$ cat src/rtl/time_display_driver.sv
// 4-digit HH:MM common-anode 7-segment scanner for the wall-clock time bus.
// Each frame's time is captured once into shadow registers; all pins are driven from flops.
module time_display_driver #(
    parameter int unsigned REFRESH_DIV = 50000
) (
    input  logic       clk,
    input  logic       reset,
    input  logic [4:0] hours,
    input  logic [5:0] minutes,
    input  logic [5:0] seconds,
    input  logic [3:0] brightness,
    input  logic       blank,
    output logic [3:0] an_n,
    output logic [6:0] seg_n,
    output logic       dp_n,
    output logic       frame_start
);

    localparam int unsigned      SW        = (REFRESH_DIV > 1) ? $clog2(REFRESH_DIV) : 1;
    localparam logic [SW-1:0]    SLOT_LAST = SW'(REFRESH_DIV - 1);
    localparam logic [6:0]       SEG_DASH  = 7'h40;

    typedef enum logic [1:0] {
        DIG_MIN_U = 2'd0,
        DIG_MIN_T = 2'd1,
        DIG_HR_U  = 2'd2,
        DIG_HR_T  = 2'd3
    } digit_t;

    // Binary to {tens, units}; values below 64 need at most six subtractions.
    function automatic logic [7:0] to_bcd(input logic [5:0] v);
        logic [5:0] rem;
        logic [3:0] tens;
        rem  = v;
        tens = '0;
        for (int unsigned i = 0; i < 6; i++) begin
            if (rem >= 6'd10) begin
                rem  = rem - 6'd10;
                tens = tens + 4'd1;
            end
        end
        return {tens, rem[3:0]};
    endfunction

    function automatic logic [6:0] seg_encode(input logic [3:0] d);
        logic [6:0] s;
        case (d)
            4'd0:    s = 7'h3F;
            4'd1:    s = 7'h06;
            4'd2:    s = 7'h5B;
            4'd3:    s = 7'h4F;
            4'd4:    s = 7'h66;
            4'd5:    s = 7'h6D;
            4'd6:    s = 7'h7D;
            4'd7:    s = 7'h07;
            4'd8:    s = 7'h7F;
            4'd9:    s = 7'h6F;
            default: s = SEG_DASH;
        endcase
        return s;
    endfunction

    digit_t        r_digit;
    digit_t        w_digit_nxt;
    logic [SW-1:0] r_slot;
    logic [SW-1:0] w_slot_nxt;
    logic          w_slot_wrap;
    logic [3:0]    r_pwm;
    logic [3:0]    w_pwm_nxt;
    logic          w_frame_end;

    logic [4:0]    r_sh_hr;
    logic [5:0]    r_sh_min;
    logic [5:0]    r_sh_sec;
    logic [4:0]    w_sh_hr_nxt;
    logic [5:0]    w_sh_min_nxt;
    logic [5:0]    w_sh_sec_nxt;

    logic [7:0]    w_hr_bcd;
    logic [7:0]    w_min_bcd;
    logic          w_hr_bad;
    logic          w_min_bad;
    logic [6:0]    w_seg_on;
    logic [3:0]    w_an_sel;
    logic          w_an_lit;
    logic [3:0]    w_an_n;
    logic          w_dp_n;
    logic          w_fs;

    // Digit scan state register.
    always_ff @(posedge clk) begin
        if (reset) begin
            r_digit <= DIG_MIN_U;
        end else begin
            r_digit <= w_digit_nxt;
        end
    end

    always_comb begin
        w_slot_wrap = (r_slot == SLOT_LAST);
        w_slot_nxt  = w_slot_wrap ? '0 : r_slot + 1'b1;
        w_pwm_nxt   = r_pwm + 4'd1;
        w_frame_end = w_slot_wrap && (r_digit == DIG_HR_T);
        w_digit_nxt = r_digit;
        if (w_slot_wrap) begin
            case (r_digit)
                DIG_MIN_U: w_digit_nxt = DIG_MIN_T;
                DIG_MIN_T: w_digit_nxt = DIG_HR_U;
                DIG_HR_U:  w_digit_nxt = DIG_HR_T;
                default:   w_digit_nxt = DIG_MIN_U;
            endcase
        end
    end

    always_comb begin
        w_sh_hr_nxt  = r_sh_hr;
        w_sh_min_nxt = r_sh_min;
        w_sh_sec_nxt = r_sh_sec;
        if (w_frame_end) begin
            w_sh_hr_nxt  = hours;
            w_sh_min_nxt = minutes;
            w_sh_sec_nxt = seconds;
        end
    end

    // Outputs are decoded from next-cycle counter/shadow values so the registered
    // pins line up with the counter state they describe (no extra cycle of lag).
    always_comb begin
        w_hr_bcd  = to_bcd({1'b0, w_sh_hr_nxt});
        w_min_bcd = to_bcd(w_sh_min_nxt);
        w_hr_bad  = (w_sh_hr_nxt > 5'd23);
        w_min_bad = (w_sh_min_nxt > 6'd59);

        w_seg_on = SEG_DASH;
        w_an_sel = 4'b0001;
        case (w_digit_nxt)
            DIG_MIN_U: begin
                w_seg_on = w_min_bad ? SEG_DASH : seg_encode(w_min_bcd[3:0]);
                w_an_sel = 4'b0001;
            end
            DIG_MIN_T: begin
                w_seg_on = w_min_bad ? SEG_DASH : seg_encode(w_min_bcd[7:4]);
                w_an_sel = 4'b0010;
            end
            DIG_HR_U: begin
                w_seg_on = w_hr_bad ? SEG_DASH : seg_encode(w_hr_bcd[3:0]);
                w_an_sel = 4'b0100;
            end
            default: begin
                w_seg_on = w_hr_bad ? SEG_DASH : seg_encode(w_hr_bcd[7:4]);
                w_an_sel = 4'b1000;
            end
        endcase

        w_an_lit = (w_slot_nxt != '0) && (w_pwm_nxt < brightness) && !blank;
        w_an_n   = w_an_lit ? ~w_an_sel : 4'hF;
        w_dp_n   = !((w_digit_nxt == DIG_HR_U) && !w_sh_sec_nxt[0]);
        w_fs     = (w_slot_nxt == SLOT_LAST) && (w_digit_nxt == DIG_HR_T);
    end

    always_ff @(posedge clk) begin
        if (reset) begin
            r_slot      <= '0;
            r_pwm       <= '0;
            r_sh_hr     <= '0;
            r_sh_min    <= '0;
            r_sh_sec    <= '0;
            an_n        <= 4'hF;
            seg_n       <= 7'h7F;
            dp_n        <= 1'b1;
            frame_start <= 1'b0;
        end else begin
            r_slot      <= w_slot_nxt;
            r_pwm       <= w_pwm_nxt;
            r_sh_hr     <= w_sh_hr_nxt;
            r_sh_min    <= w_sh_min_nxt;
            r_sh_sec    <= w_sh_sec_nxt;
            an_n        <= w_an_n;
            seg_n       <= ~w_seg_on;
            dp_n        <= w_dp_n;
            frame_start <= w_fs;
        end
    end

endmodule

$ cat config.mk
export PLATFORM = sky130hd
export DESIGN_NAME = time_display_driver
export DESIGN_NICKNAME = d
export VERILOG_FILES = /design/src/rtl/time_display_driver.sv
export SDC_FILE = /design/constraint.sdc
export NUM_CORES = 1
export LEC_CHECK = 0
export CORE_MARGIN = 10
export CORE_UTILIZATION = 45
export DETAILED_ROUTE_END_ITERATION = 8
export PLACE_DENSITY = 0.63
export SYNTH_ARGS = -nofsm -noshare
export SYNTH_HDL_FRONTEND = slang
export SYNTH_SLANG_ARGS = --single-unit
$ cat constraint.sdc
create_clock -name clk -period 10 [get_ports clk]
set_input_delay 1 -clock clk [delete_from_list [all_inputs] [get_ports clk]]
set_output_delay 1 -clock clk [all_outputs]
set_load 0.01 [all_outputs]
* Yosys cells after proc, flatten, opt, wreduce, memory -nomap -nowiden
Memory sizes are Yosys's and may differ from the RTL's.
Cells that the tools add are included.
** Operators by class
- $add $sub $neg :: 24
- $lt $le $gt $ge :: 15
- Eq/ne operators :: 8
- Multiplexer cells :: 36
- Bitwise logic cells :: 3
- Reduce and logical (&&, ||, !) cells :: 12
** Operator list (count)
- greater-or-equal comparator 6 x 4 -> 1 bit, second input constant :: 11
- 2-to-1 mux 6 bit :: 11
- subtractor 6 x 4 -> 6 bit, second input constant :: 9
- 2-to-1 mux 4 bit :: 12
- adder 4 x 1 -> 4 bit, second input constant :: 11
- equality test 16 bit, second input constant :: 2
- 2-to-1 mux 7 bit :: 4
- one-hot mux 7 bit (3 select lines) :: 1
- adder 16 x 1 -> 16 bit, second input constant :: 1
- 2-to-1 mux 16 bit :: 1
- nonzero test 16 bit :: 1
- one-hot mux 4 bit (3 select lines) :: 1
- equality test 2 bit, second input constant :: 4
- subtractor 4 bit, second input constant :: 2
- inverter 7 bit :: 1
- > comparator 6 bit, second input constant :: 1
- one-hot mux 2 bit (3 select lines) :: 1
- subtractor 5 x 4 -> 6 bit, second input constant :: 1
- greater-or-equal comparator 5 x 4 -> 1 bit, second input constant :: 1
- > comparator 5 bit, second input constant :: 1
- logical AND 1 bit :: 5
- 2-to-1 mux 5 bit :: 1
- equality test 2 x 1 -> 1 bit, second input constant :: 2
- zero test 2 bit :: 2
- 7 further kinds :: 11
** Storage, ports and cells
- Flip-flop bits (word level) :: 47
- Bits in read-only memories :: 448
- Input port bits :: 24
- Output and inout port bits :: 13
- Word-level logic and storage cells :: 112
- Memories kept :: 4
** Memories
- (no name shown) :: depth 16, bits a word 7, read ports 1, clocked after Yosys merged registers in 0, write ports 0, line 47 : case (d)
- (no name shown) :: depth 16, bits a word 7, read ports 1, clocked after Yosys merged registers in 0, write ports 0, line 47
- (no name shown) :: depth 16, bits a word 7, read ports 1, clocked after Yosys merged registers in 0, write ports 0, line 47
- (no name shown) :: depth 16, bits a word 7, read ports 1, clocked after Yosys merged registers in 0, write ports 0, line 47

* Longest topological paths before layout
An unclocked memory read counts as a cell.
- Depth in word-level cells :: 19
- Depth in mapped cells :: 47
- Gate-level depth less buffers :: 43

* Least setup slack after synthesis
OpenSTA, ideal clock, no wires.
- Kind :: input to register
- From :: input minutes[4]
- To :: register seg_n[5]
- Setup time :: 58 ps
- Arrival :: 8955 ps
- Required time :: 9942 ps
- Slack :: 987 ps
- Stages on the path :: 40
- Buffers on the path :: 1
- Cell sequence :: clkbuf_1 -> or3_1 -> a21oi_1 -> mux2i_1 -> inv_2 -> ha_1 -> or3b_2 -> o32a_1 -> mux2i_2 -> nor3_1 -> or2_2 -> inv_1 -> ha_1 -> nand2b_1 -> mux2i_1 -> nand3_1 -> o211ai_1 -> nor2_1 -> [... 4 more ...] -> nand4b_1 -> nand2_1 -> mux2_2 -> ha_1 -> nand2_1 -> inv_1 -> a31oi_1 -> o22ai_1 -> a221oi_2 -> mux2_2 -> ha_1 -> a21boi_0 -> or2_0 -> inv_1 -> ha_1 -> or3_1 -> a311oi_1 -> a211o_1
** On the way
- Cells in the longest elaborated chain, start to end :: 17
- Elaborated cells on any way between the ends :: 37
- Those cells by class :: add/sub: 11; order compare: 7; mux: 16; bitwise: 1; memory: 2
** RTL lines
- from (decl) :: line 9 : input logic [5:0] minutes,
- 2-to-1 mux 6 bit (*) :: line 119 : if (w_frame_end) begin
- subtractor 6 x 4 -> 6 bit / greater-or-equal comparator 6 x 4 -> 1 bit (equally long branches) :: line 38, 37
- 2-to-1 mux 6 bit / 2-to-1 mux 1 bit (equally long branches) :: line 37 : if (rem >= 6'd10) begin
- subtractor 6 x 4 -> 6 bit, or another cell as far along :: line 38 : rem = rem - 6'd10;
- 2-to-1 mux 6 bit / 2-to-1 mux 4 bit (equally long branches) :: line 37
- subtractor 6 x 4 -> 6 bit, or another cell as far along :: line 38
- 2-to-1 mux 6 bit / 2-to-1 mux 4 bit (equally long branches) :: line 37
- subtractor 6 x 4 -> 6 bit, or another cell as far along :: line 38
- 2-to-1 mux 6 bit / 2-to-1 mux 4 bit (equally long branches) :: line 37
- subtractor 6 x 4 -> 6 bit, or another cell as far along :: line 38
- 2-to-1 mux 6 bit / 2-to-1 mux 4 bit (equally long branches) :: line 37
- greater-or-equal comparator 6 x 4 -> 1 bit, or another cell as far along :: line 37
- 2-to-1 mux 4 bit :: line 37
- memory (16 x 7 bit)
- 2-to-1 mux 7 bit (on tied branches) :: line 142, 138
- one-hot mux 7 bit (3 select lines) (*) :: line 136 : case (w_digit_nxt)
- inverter 7 bit (*) :: line 179 : seg_n <= ~w_seg_on;
- to (signal assigned) :: line 179
- to (decl) :: line 14 : output logic [6:0] seg_n,
Every way passes the cells marked *; elsewhere a longest branch is shown, timed or not.
A chain may end at the register's enable or synchronous reset.

* Final worst setup path
- From :: input minutes[5]
- To :: register seg_n[5]
Same word-level chain as after synthesis.

==> metrics.md <==
| Metric | Value |
|---|---|
| Critical path arrival | `9.67 ns` |
| Post-CTS Setup Repair Bufs | `0` |
| Most common cell type on the critical path | `ha_1` |
| Fin nets | `869` |
| Grt met1 use | `0.228` |
| VDD IR max | `0.0612 mV` |
| Max Freq | `106 MHz` |
| Depth of the worst hold-timing path | `1` |
| Cell count of the worst reg-to-reg path | `42` |
| Routed wire length | `16.2 mm` |
| Initial DRC count | `527` |
| Flops & latches, synth | `47` |
| DP Cell Count | `967` |
| DRT antenna net count | `0` |
| Worst-path fanout max | `10` |
| Pleak | `0.00264 uW` |
| Area delta synth->final | `12.0%` |
| Synth cell types | `98` |
| Tot GR Track Use | `0.173` |
| Measured slew at the worst slew-check pin | `0.786 ns` |
| Startpoint types | `input port` |
| Via-to-Cell Ratio | `6.08` |
| Row cnt | `42` |
| WP data required | `10.24 ns` |
| Die width | `135 microns` |
| Initial core utilization | `0.454` |
| Top_reg_cell synth | `dfxtp_1` |
| Final RePlAce weighted congestion | `0.882` |
| Yosys top cell by area | `dfxtp_1` |
| Final period util | `0.943` |
| H-tree depth | `2` |
| Layout Cells excl Fill | `975` |
| DR pass1 iterations | `5` |
| Post-synth ARST share | `0` |
| Avg WL per Cell | `16.6 microns` |
| Rel. slew slack | `0.470` |
| Hold Path Class | `register to register` |
| Worst hold slack | `0.462 ns` |
| Synth Area per Inst | `7.66 sq um` |
| Status | `complete, no violations` |
| Share of the synthesized area in the top cell type | `0.158` |
| CTS tree | `done` |
| Worst setup margin | `0.570 ns` |
| Post-Syn Area | `5970 sq um` |
| Vias | `5926` |
| Filler Cell Count | `1317` |
| Place WS | `0.310 ns` |
| Buffer and inverter count on the worst path | `5` |
| Critical Path Sink Type | `register` |
| CTS Buffer Depth | `2` |
| Clock Latency Late Sink | `0.30 ns` |
| Vias in the first global route | `5557` |
| Slowest stage cell, crit path | `clkdlybuf4s50_1` |
| Largest net degree at the start of global routing | `38` |
| Final hold viol count | `0` |
| N_diodes | `0` |
| Die area | `18300 sq um` |
| Clock root cell | `clkbuf_16` |
| Post-synthesis cell count | `779` |
| Largest cells by area after synthesis | `dfxtp_1 16%, ha_1 9.9%, xnor2_1 4.7%` |
| Port bufs | `31` |
| DRC | `0` |
| I/O Pins | `37` |
| Max_cap viols | `0` |
| Final Slew Violations | `0` |
| Fin crit period | `9.43 ns` |
| Clock Sinks | `47` |
| Synth warnings | `0` |
| GR peak layer | `met2` |
| Crit-path max cell delay | `0.53 ns` |
| Initial antenna violation count | `0` |
| Die height | `135 microns` |
| First-pass GRT wire length | `26.7 mm` |
| Global route total overflow | `0` |
| Delay-heaviest family, CP | `compound AO/OA/AOI/OAI gates` |
| Clock-pin slew of the registers on the worst-case setup and hold paths | `0.07 ns` |
| Critical setup path kind | `input port to register` |
| Sequential share of the synthesized area | `0.158` |
| Final setup fails | `0` |
| Mapped Nets | `850` |
| Pwr dens | `61.1 nW/um^2` |
| GR Util met2 | `0.291` |
| Core Area | `13100 sq um` |
| Layout cells sized above 1 | `0.114` |
| Cts bufs inserted | `5` |
| CP Depth | `41` |
| Placed wire-length estimate | `12.5 mm` |
| Met3 global-route usage | `0.0263` |
| Clock skew | `0.00706 ns` |
| Post-synth EDFFs | `0` |
stage by stage:
step | TNS [ns] | total power, uW | area (sq um) | util
5_1_grt | -0.0115 | 425 | 6690 | 0.509
3_3_place_gp | 0 | 233 | 6450 | 0.491
6_report | 0 | 408 | 6690 | 0.509
2_1_floorplan | 0 | 216 | 5970 | -
4_1_cts | 0 | 411 | 6600 | 0.502
3_5_place_dp | 0 | 234 | 6450 | 0.491
area by class of cell:
class                   instances  area, sq um  share of cell area
flip-flops and latches         47          941               0.141
clock inverters                 2         13.8             0.00206
clock buffers                   6          139              0.0208
multi-input cells             648         4750               0.711
well taps                     176          220              0.0329
inverters                      50          188              0.0281
repair buffers                 46          429              0.0642
routing by layer:
| metal | wire length (microns) | up-vias |
|---|---|---|
| met5 | 0 | - |
| met4 | 200 | 0 |
| met3 | 686 | 14 |
| met2 | 7670 | 150 |
| met1 | 7670 | 2821 |
| li1 | - | 2941 |
repair_timing:
| item | CTS | global route |
|---|---|---|
| hold buffers | 0 | 0 |
| gates resized for setup | 0 | 22 |
| endpoints found under the hold margin | 0 | 0 |
| setup endpoints to repair | 0 | 7 |
path summary, 6_finish.rpt:
path	startpoint	slack, ns	to
worst max-delay path	minutes[5]	0.57	seg_n[5]
worst min-delay path	r_slot[0]	0.46	r_slot[0]
worst max register to register	r_slot[0]	0.71	seg_n[5]
worst min register to register	r_slot[0]	0.46	r_slot[0]
cell usage in the layout, fill, tap and decap left out, types with 8 or more instances in the layout:
master	Yosys	routed
mux2i_1	20	15
nand3_1	34	33
nor2b_1	15	15
xor2_1	9	9
and2_1	11	11
buf_4	2	14
xnor2_1	32	31
and3_1	12	12
a21o_1	8	8
nand2_1	66	66
inv_1	47	47
ha_1	47	46
nand4_1	14	14
a31oi_1	8	8
clkdlybuf4s50_1	0	30
a21oi_1	43	43
mux2_2	13	13
nor2_1	67	67
dfxtp_1	47	47
a211oi_1	13	11
nor3_1	20	19
o21ai_1	6	9
o21ai_0	32	28
o211ai_1	21	21
synth_stat cells, types with 4 or more instances:
master / number
inv_1: 47
and2_1: 11
buf_2: 7
or2_2: 5
a21o_1: 8
clkbuf_1: 20
mux2i_1: 20
o211ai_1: 21
nor3_1: 20
buf_6: 4
nor3b_1: 4
xnor2_1: 32
a21oi_1: 43
or3_1: 7
nand2_1: 66
a211oi_1: 13
xor2_1: 9
o21a_1: 7
o21ai_0: 32
dfxtp_1: 47
nor2b_1: 15
ha_1: 47
nand4_1: 14
o221ai_1: 6
and3_1: 12
nor2_1: 67
nand3_1: 34
a31oi_1: 8
a211o_1: 4
a32oi_1: 6
mux2_2: 13
nand2b_1: 7
o21ai_1: 6
nor4_1: 7
cell families (layout without fill, tap and decap cells):
logic type	count (synthesis)	in the layout	share of synthesized area
muxes	38	38	0.0721
and+or+nand+nor	302	302	0.274
xor gates and xnor gates	41	41	0.0602
DFF	47	47	0.158
adders and majority gates	47	47	0.0985
AOI/OAI and AO/OA	220	220	0.278
buffers and inverters	84	104	0.0606
sequential cells by signal (all words and copies together), names as in the netlist:
name	count
r_slot	16
seg_n	7
dp_n	1
an_n	4
r_sh_sec	1
r_sh_hr	5
r_digit	2
r_sh_min	6
r_pwm	4
frame_start	1
report_power, final:
part | total (uW) | internal, uW | switching, uW
clock network | 178 | 100 | 77.9
registers | 193 | 191 | 2.26
logic | 37.2 | 18.2 | 18.9
Power figures use the tool's default switching activity.
